===== src/rtl/hazard_scoreboard.sv =====
// -----------------------------------------------------------------------------
// hazard_scoreboard
//
// Decode-stage hazard and forwarding unit.
//  * Tracks the register writers in flight in a DEPTH-entry shift pipeline that
//    moves in lock-step with the ID->EX->...->WB stages (entry 0 = EX).
//  * Keeps a per-register pending bit for long-latency ops (div/mul). These ops
//    never enter the forwarding pipeline; their result only becomes visible
//    after the matching long_done writeback.
//  * Drives one-hot forward selects for rs1/rs2 and a single stall request.
//
// Optional build macro: HAZARD_STATS_EN
//  Defining it adds two 32-bit wrapping counters of stall cycles, one per cause
//  (load-use, long-op). With it undefined, neither the ports nor the counters
//  exist.
//
// Ports
//  clk, rst           clock, asynchronous active-high reset
//  adv                pipeline advances this cycle (0 = hold all entries)
//  issue_*            instruction currently in ID: valid, writes rd, rd id,
//                     is a load, is a long-latency op
//  rs1_*/rs2_*        source operand read enables and ids of the ID instruction
//  flush_mask         per-entry invalidate, applied at the clock edge
//  long_done(_regid)  long op writeback and its destination register
//  rs1/rs2_fwd_sel    one-hot forward source (all-zero = register file)
//  stall_req          ID must stall
//  long_cnt           number of outstanding long ops
//  stat_*_stalls      (HAZARD_STATS_EN only) stall-cycle counters
// -----------------------------------------------------------------------------
module hazard_scoreboard #(
    parameter int NUM_REGS = 32,
    parameter int RID_W    = 5,
    parameter int DEPTH    = 3,
    parameter int LOAD_LAT = 2,
    parameter int MAX_LONG = 4,
    localparam int CNT_W   = $clog2(MAX_LONG + 1)
) (
    input  logic             clk,
    input  logic             rst,
    input  logic             adv,
    input  logic             issue_valid,
    input  logic             issue_reg_write,
    input  logic [RID_W-1:0] issue_regid,
    input  logic             issue_load,
    input  logic             issue_long,
    input  logic             rs1_read,
    input  logic [RID_W-1:0] rs1_regid,
    input  logic             rs2_read,
    input  logic [RID_W-1:0] rs2_regid,
    input  logic [DEPTH-1:0] flush_mask,
    input  logic             long_done,
    input  logic [RID_W-1:0] long_done_regid,
    output logic [DEPTH-1:0] rs1_fwd_sel,
    output logic [DEPTH-1:0] rs2_fwd_sel,
    output logic             stall_req,
    output logic [CNT_W-1:0] long_cnt
`ifdef HAZARD_STATS_EN
    ,
    output logic [31:0]      stat_load_stalls,
    output logic [31:0]      stat_long_stalls
`endif
);

    // -------------------------------------------------------------------------
    // In-flight writer pipeline
    // -------------------------------------------------------------------------
    logic [DEPTH-1:0] v_q, v_d;
    logic [DEPTH-1:0] load_q, load_d;
    logic [RID_W-1:0] regid_q [DEPTH];
    logic [RID_W-1:0] regid_d [DEPTH];

    always_comb begin
        v_d     = v_q;
        load_d  = load_q;
        regid_d = regid_q;
        if (adv) begin
            // Long ops are excluded: their result is not available in any
            // stage, the pending scoreboard covers them instead.
            v_d[0]     = issue_valid & issue_reg_write & ~issue_long &
                         (issue_regid != '0);
            regid_d[0] = issue_regid;
            load_d[0]  = issue_load;
            for (int k = 1; k < DEPTH; k++) begin
                v_d[k]     = v_q[k-1];
                regid_d[k] = regid_q[k-1];
                load_d[k]  = load_q[k-1];
            end
        end
        // Flush acts on whatever would land in the entry, advancing or not.
        v_d = v_d & ~flush_mask;
    end

    always_ff @(posedge clk or posedge rst) begin
        if (rst) begin
            v_q    <= '0;
            load_q <= '0;
            for (int k = 0; k < DEPTH; k++) begin
                regid_q[k] <= '0;
            end
        end else begin
            v_q     <= v_d;
            load_q  <= load_d;
            regid_q <= regid_d;
        end
    end

    // -------------------------------------------------------------------------
    // Operand match and youngest-writer selection
    // -------------------------------------------------------------------------
    logic [DEPTH-1:0] rs1_match, rs2_match;
    logic [DEPTH-1:0] early_mask;   // entries whose load data is not yet ready
    logic [DEPTH-1:0] rs1_sel, rs2_sel;

    genvar gi;
    generate
        for (gi = 0; gi < DEPTH; gi++) begin : g_match
            assign rs1_match[gi]  = v_q[gi] & rs1_read & (rs1_regid != '0) &
                                    (regid_q[gi] == rs1_regid);
            assign rs2_match[gi]  = v_q[gi] & rs2_read & (rs2_regid != '0) &
                                    (regid_q[gi] == rs2_regid);
            assign early_mask[gi] = (gi < LOAD_LAT);
        end
    endgenerate

    // x & -x isolates the lowest set bit, i.e. the youngest matching writer.
    assign rs1_sel     = rs1_match & (~rs1_match + DEPTH'(1));
    assign rs2_sel     = rs2_match & (~rs2_match + DEPTH'(1));
    assign rs1_fwd_sel = rs1_sel;
    assign rs2_fwd_sel = rs2_sel;

    logic load_use;
    assign load_use = (|(rs1_sel & load_q & early_mask)) |
                      (|(rs2_sel & load_q & early_mask));

    // -------------------------------------------------------------------------
    // Long-op pending scoreboard and outstanding counter
    // -------------------------------------------------------------------------
    logic [NUM_REGS-1:0] pend_q, pend_d;
    logic [CNT_W-1:0]    long_cnt_q, long_cnt_d;
    logic                set_long, dec_long;

    assign set_long = adv & issue_valid & issue_long & issue_reg_write &
                      (issue_regid != '0);
    // A completion with nothing outstanding is a stray and is ignored.
    assign dec_long = long_done & (long_cnt_q != '0);

    always_comb begin
        pend_d = pend_q;
        if (long_done) begin
            pend_d[long_done_regid] = 1'b0;
        end
        // Applied after the clear so a same-register set wins.
        if (set_long) begin
            pend_d[issue_regid] = 1'b1;
        end
        pend_d[0] = 1'b0;
    end

    always_comb begin
        long_cnt_d = long_cnt_q;
        if (set_long && !dec_long && (long_cnt_q != CNT_W'(MAX_LONG))) begin
            long_cnt_d = long_cnt_q + CNT_W'(1);
        end else if (dec_long && !set_long) begin
            long_cnt_d = long_cnt_q - CNT_W'(1);
        end
    end

    always_ff @(posedge clk or posedge rst) begin
        if (rst) begin
            pend_q     <= '0;
            long_cnt_q <= '0;
        end else begin
            pend_q     <= pend_d;
            long_cnt_q <= long_cnt_d;
        end
    end

    assign long_cnt = long_cnt_q;

    // Uses registered pend only, so a long_done this cycle releases the stall
    // on the following cycle.
    logic long_stall;
    assign long_stall = (pend_q[rs1_regid] & rs1_read) |
                        (pend_q[rs2_regid] & rs2_read) |
                        (pend_q[issue_regid] & issue_reg_write) |
                        (issue_long & (long_cnt_q == CNT_W'(MAX_LONG)));

    assign stall_req = issue_valid & (load_use | long_stall);

`ifdef HAZARD_STATS_EN
    // -------------------------------------------------------------------------
    // Stall statistics (wrap at 2^32)
    // -------------------------------------------------------------------------
    logic [31:0] stat_load_q, stat_load_d;
    logic [31:0] stat_long_q, stat_long_d;

    always_comb begin
        stat_load_d = stat_load_q;
        stat_long_d = stat_long_q;
        if (issue_valid & load_use) begin
            stat_load_d = stat_load_q + 32'd1;
        end
        if (issue_valid & long_stall) begin
            stat_long_d = stat_long_q + 32'd1;
        end
    end

    always_ff @(posedge clk or posedge rst) begin
        if (rst) begin
            stat_load_q <= '0;
            stat_long_q <= '0;
        end else begin
            stat_load_q <= stat_load_d;
            stat_long_q <= stat_long_d;
        end
    end

    assign stat_load_stalls = stat_load_q;
    assign stat_long_stalls = stat_long_q;
`endif

endmodule


===== config.mk =====
export PLATFORM = sky130hd
export DESIGN_NAME = hazard_scoreboard
export DESIGN_NICKNAME = d
export VERILOG_FILES = /design/src/rtl/hazard_scoreboard.sv
export SDC_FILE = /design/constraint.sdc
export NUM_CORES = 1
export LEC_CHECK = 0
export CORE_ASPECT_RATIO = 2
export CORE_MARGIN = 5
export CORE_UTILIZATION = 63
export CTS_BUF_LIST = sky130_fd_sc_hd__clkbuf_8
export CTS_CLUSTER_DIAMETER = 150
export DETAILED_ROUTE_END_ITERATION = 12
export PLACE_DENSITY = 0.88
export SLEW_MARGIN = 25
export SYNTH_ARGS = -nofsm -noshare
export SYNTH_HDL_FRONTEND = slang
export SYNTH_SLANG_ARGS = --single-unit

===== constraint.sdc =====
create_clock -name clk -period 7.3 [get_ports clk]
set_input_delay 1.825 -clock clk [delete_from_list [all_inputs] [get_ports clk]]
set_output_delay 1.825 -clock clk [all_outputs]
set_load 0.02 [all_outputs]

==> impl_metrics.toml <==
[synth]
netlist_area_um2 = 3670
yosys.area.top_type_share = 0.368
synth_fp_nets = 417
yosys_warnings = 0
ys_seq_elements = 54
synthArstFlopShare = 1.00
synthCells = 383
synth_area_leader_cell = "dfrtp_1"
yosysUniqueCellTypes = 53
synth_top_flop_cell = "dfrtp_1"
seq_area_frac_synth = 0.368
syn_area_per_cell_um2 = 9.59
synth_edf_count = 0
synth_area_leaders = "dfrtp_1 (37%), mux2i_1 (8.4%), mux2_2 (6.1%)"

[placement]
place_inst = 469
io_buffers = 42
gp_congestion = 0.933
dp_hpwl_um = 7960

[setup_path]
critPathCaptureType = "output pin"
worstPathMaxFanout = 13
critPathArrivalTime_ns = 4.73
critical_path_required_ns = 5.48
crit_family = "buffers and inverters"
reg2reg_from = "long_cnt[0]"
crit_chain = "clkdlybuf4s50_1 > or4_1 > o21ai_1 > nor3_1 > o21a_1 > a211oi_1 > a41oi_1 > clkdlybuf4s50_1"
r2r_cells = 6
path_class = "in -> out"
cp_slowest_stage_delay_ns = 0.75
rr_endpoint = "long_cnt[1]"
critPathCapture = "stall_req"
r2r_setup_slack_ns = 5.30
path_depth = 8
crit_slowest_cell = "clkdlybuf4s50_1"
worst-path-buf-inv = 2
cp_common_cell = "clkdlybuf4s50_1"
start_kind = "primary input"
cp-startpoint = "rs1_regid[1]"

[clocking]
clock-sinks = 54
insertion_delay_ns = 0.31
clk_pin_slew_worst_paths_ns = 0.09
holdBufCountCts = 0
cts_max_level = 2
clockBufferDepth = 2
cts-root-buf = "clkbuf_8"
cts_setup_buffers = 0
cts_buffers = 5
cts_tree = "built"
cts_repair_resize_count = 0

[routing]
routedWlPerCell_um = 21.8
drt_iter0_drc = 271
drt-pass1-iter-count = 4
antenna_left = 0
viasPerCell = 7.02
vias = 3349
drc = 0
routed_wl_um = 10400

[timing]
report.final.hold_viol_count = 0
rsz0062_at_grt = "false"
period_needed_ns = 6.56
period_share = 0.898
fmax_mhz = 153
slew_violations = 0
tightest_slew_ns = 0.683
worst_clock_skew_ns = 0.00261
slew_headroom = 0.543
setup_violations = 0
timing.setup.tns_ns = 0

[min_path]
hold_class = "reg -> reg"

[finish]
diodes = 0
final_cell_mix = "dfrtp_1 (54), clkdlybuf4s50_1 (41), o21ai_1 (36)"
mostFrequentLayoutCell = "dfrtp_1"
area.growth.synth_to_final_pct = 14.4
final_layout_size_suffix_gt1_frac = 0.103
final_cells = 477
fill_cells = 413
layout.nets = 449

[run]
maxCapViolCount = 0

[status]
status = "finished, final reports clean"

[floorplanning]
die-area_um2 = 7550
coreArea_um2 = 5710
rows = 39
die_w_um = 64.0
num_io_pins = 43
die_y_um = 118
initial_core_util = 0.643

[global_route]
grt_usage = 0.277
grt_max_degree = 55
grt_pass1_vias = 3328
grt_first_pass_wirelength_um = 16500
antenna_found_initial = 0
grt_overflow = 0

[power]
power_density_nw_per_um2 = 193
power_leakage_nw = 1.67
peakVddDrop_mv = 0.225
==> power by group <==
| part | total (W) | leakage (nW) | switching [W] | internal [W] |
|---|---|---|---|---|
| logic | 0.000228 | 0.909 | 0.000113 | 0.000115 |
| clock network | 0.000191 | 0.0575 | 0.0000955 | 0.0000959 |
| registers | 0.000391 | 0.701 | 0.0000578 | 0.000334 |
==> cell families (layout without fill, tap and decap cells) <==
kind of cell / after synthesis / count (layout) / share of synthesized area
xor+xnor: 31 / 31 / 0.0739
simple gates: 113 / 113 / 0.171
mux: 59 / 59 / 0.192
buf+inv: 24 / 57 / 0.0313
flops: 54 / 54 / 0.368
fa+ha+maj: 1 / 1 / 0.00545
compound gates: 101 / 101 / 0.159
==> per-layer routing <==
| layer | global-route usage | wire [um] |
|---|---|---|
| met1 | 0.297 | 3460 |
| met2 | 0.480 | 5550 |
| met3 | 0.0372 | 590 |
| met4 | 0.190 | 792 |
| met5 | 0 | 0 |
==> Yosys cell counts, types with 2 or more instances <==
cell type and count:
dfrtp_1 54, o21ai_1 36, o21ai_0 32, mux2i_1 31
xor2_1 21, mux2_2 20, nand2_1 20, nand3_1 16
nor2_1 16, nand3b_1 10, xnor2_1 10, buf_2 8
clkbuf_1 8, nor3_1 8, mux4_2 7, nand2b_1 7
nor4_1 7, nor2b_1 6, a21oi_1 5, a22oi_1 5
nand4_1 5, a211oi_1 4, or3b_1 4, buf_1 3
inv_1 3, nor3b_1 3, a31oi_1 2, buf_6 2
o21a_1 2, o22ai_1 2, o31ai_1 2, or3_1 2
or4_1 2
==> flip-flops by register name, indices dropped and copies added (netlist names) <==
register	count
regid_q	15
load_q	2
pend_q	31
long_cnt	3
v_q	3
==> worst min-delay path by stage <==
stage	from	end	slack (ns)	depth (start not counted)
global route	load_q[1]	load_q[1]	0.54	1
CTS	load_q[1]	load_q[1]	0.53	1
detailed placement	load_q[1]	load_q[1]	0.51	1
finish	load_q[1]	load_q[1]	0.53	1
global placement	load_q[1]	load_q[1]	0.51	1
floorplan	load_q[1]	load_q[1]	0.48	1
==> layout make-up <==
cell class,count,area (um2),share of cell area
sequential,54,1350,0.322
tap,61,76.3,0.0182
clock buffer,8,110,0.0262
timing repair buffer,46,445,0.106
inverter,3,13.8,0.00327
multi-input combinational,305,2210,0.525
==> per-stage QoR <==
stage | hold WS [ns] | utilization | worst slack [ns] | cell area (um2) | total power [W]
finish | 0.531 | 0.736 | 0.744 | 4200 | 0.000811
global placement | 0.512 | 0.717 | 0.805 | 4100 | 0.000612
detailed placement | 0.509 | 0.718 | 0.744 | 4100 | 0.000621
CTS | 0.532 | 0.737 | 0.739 | 4210 | 0.000809
global route | 0.544 | 0.736 | 0.596 | 4200 | 0.000848
floorplan | 0.482 | - | 1.77 | 3670 | 0.000535
(Power assumes the default switching activity.)
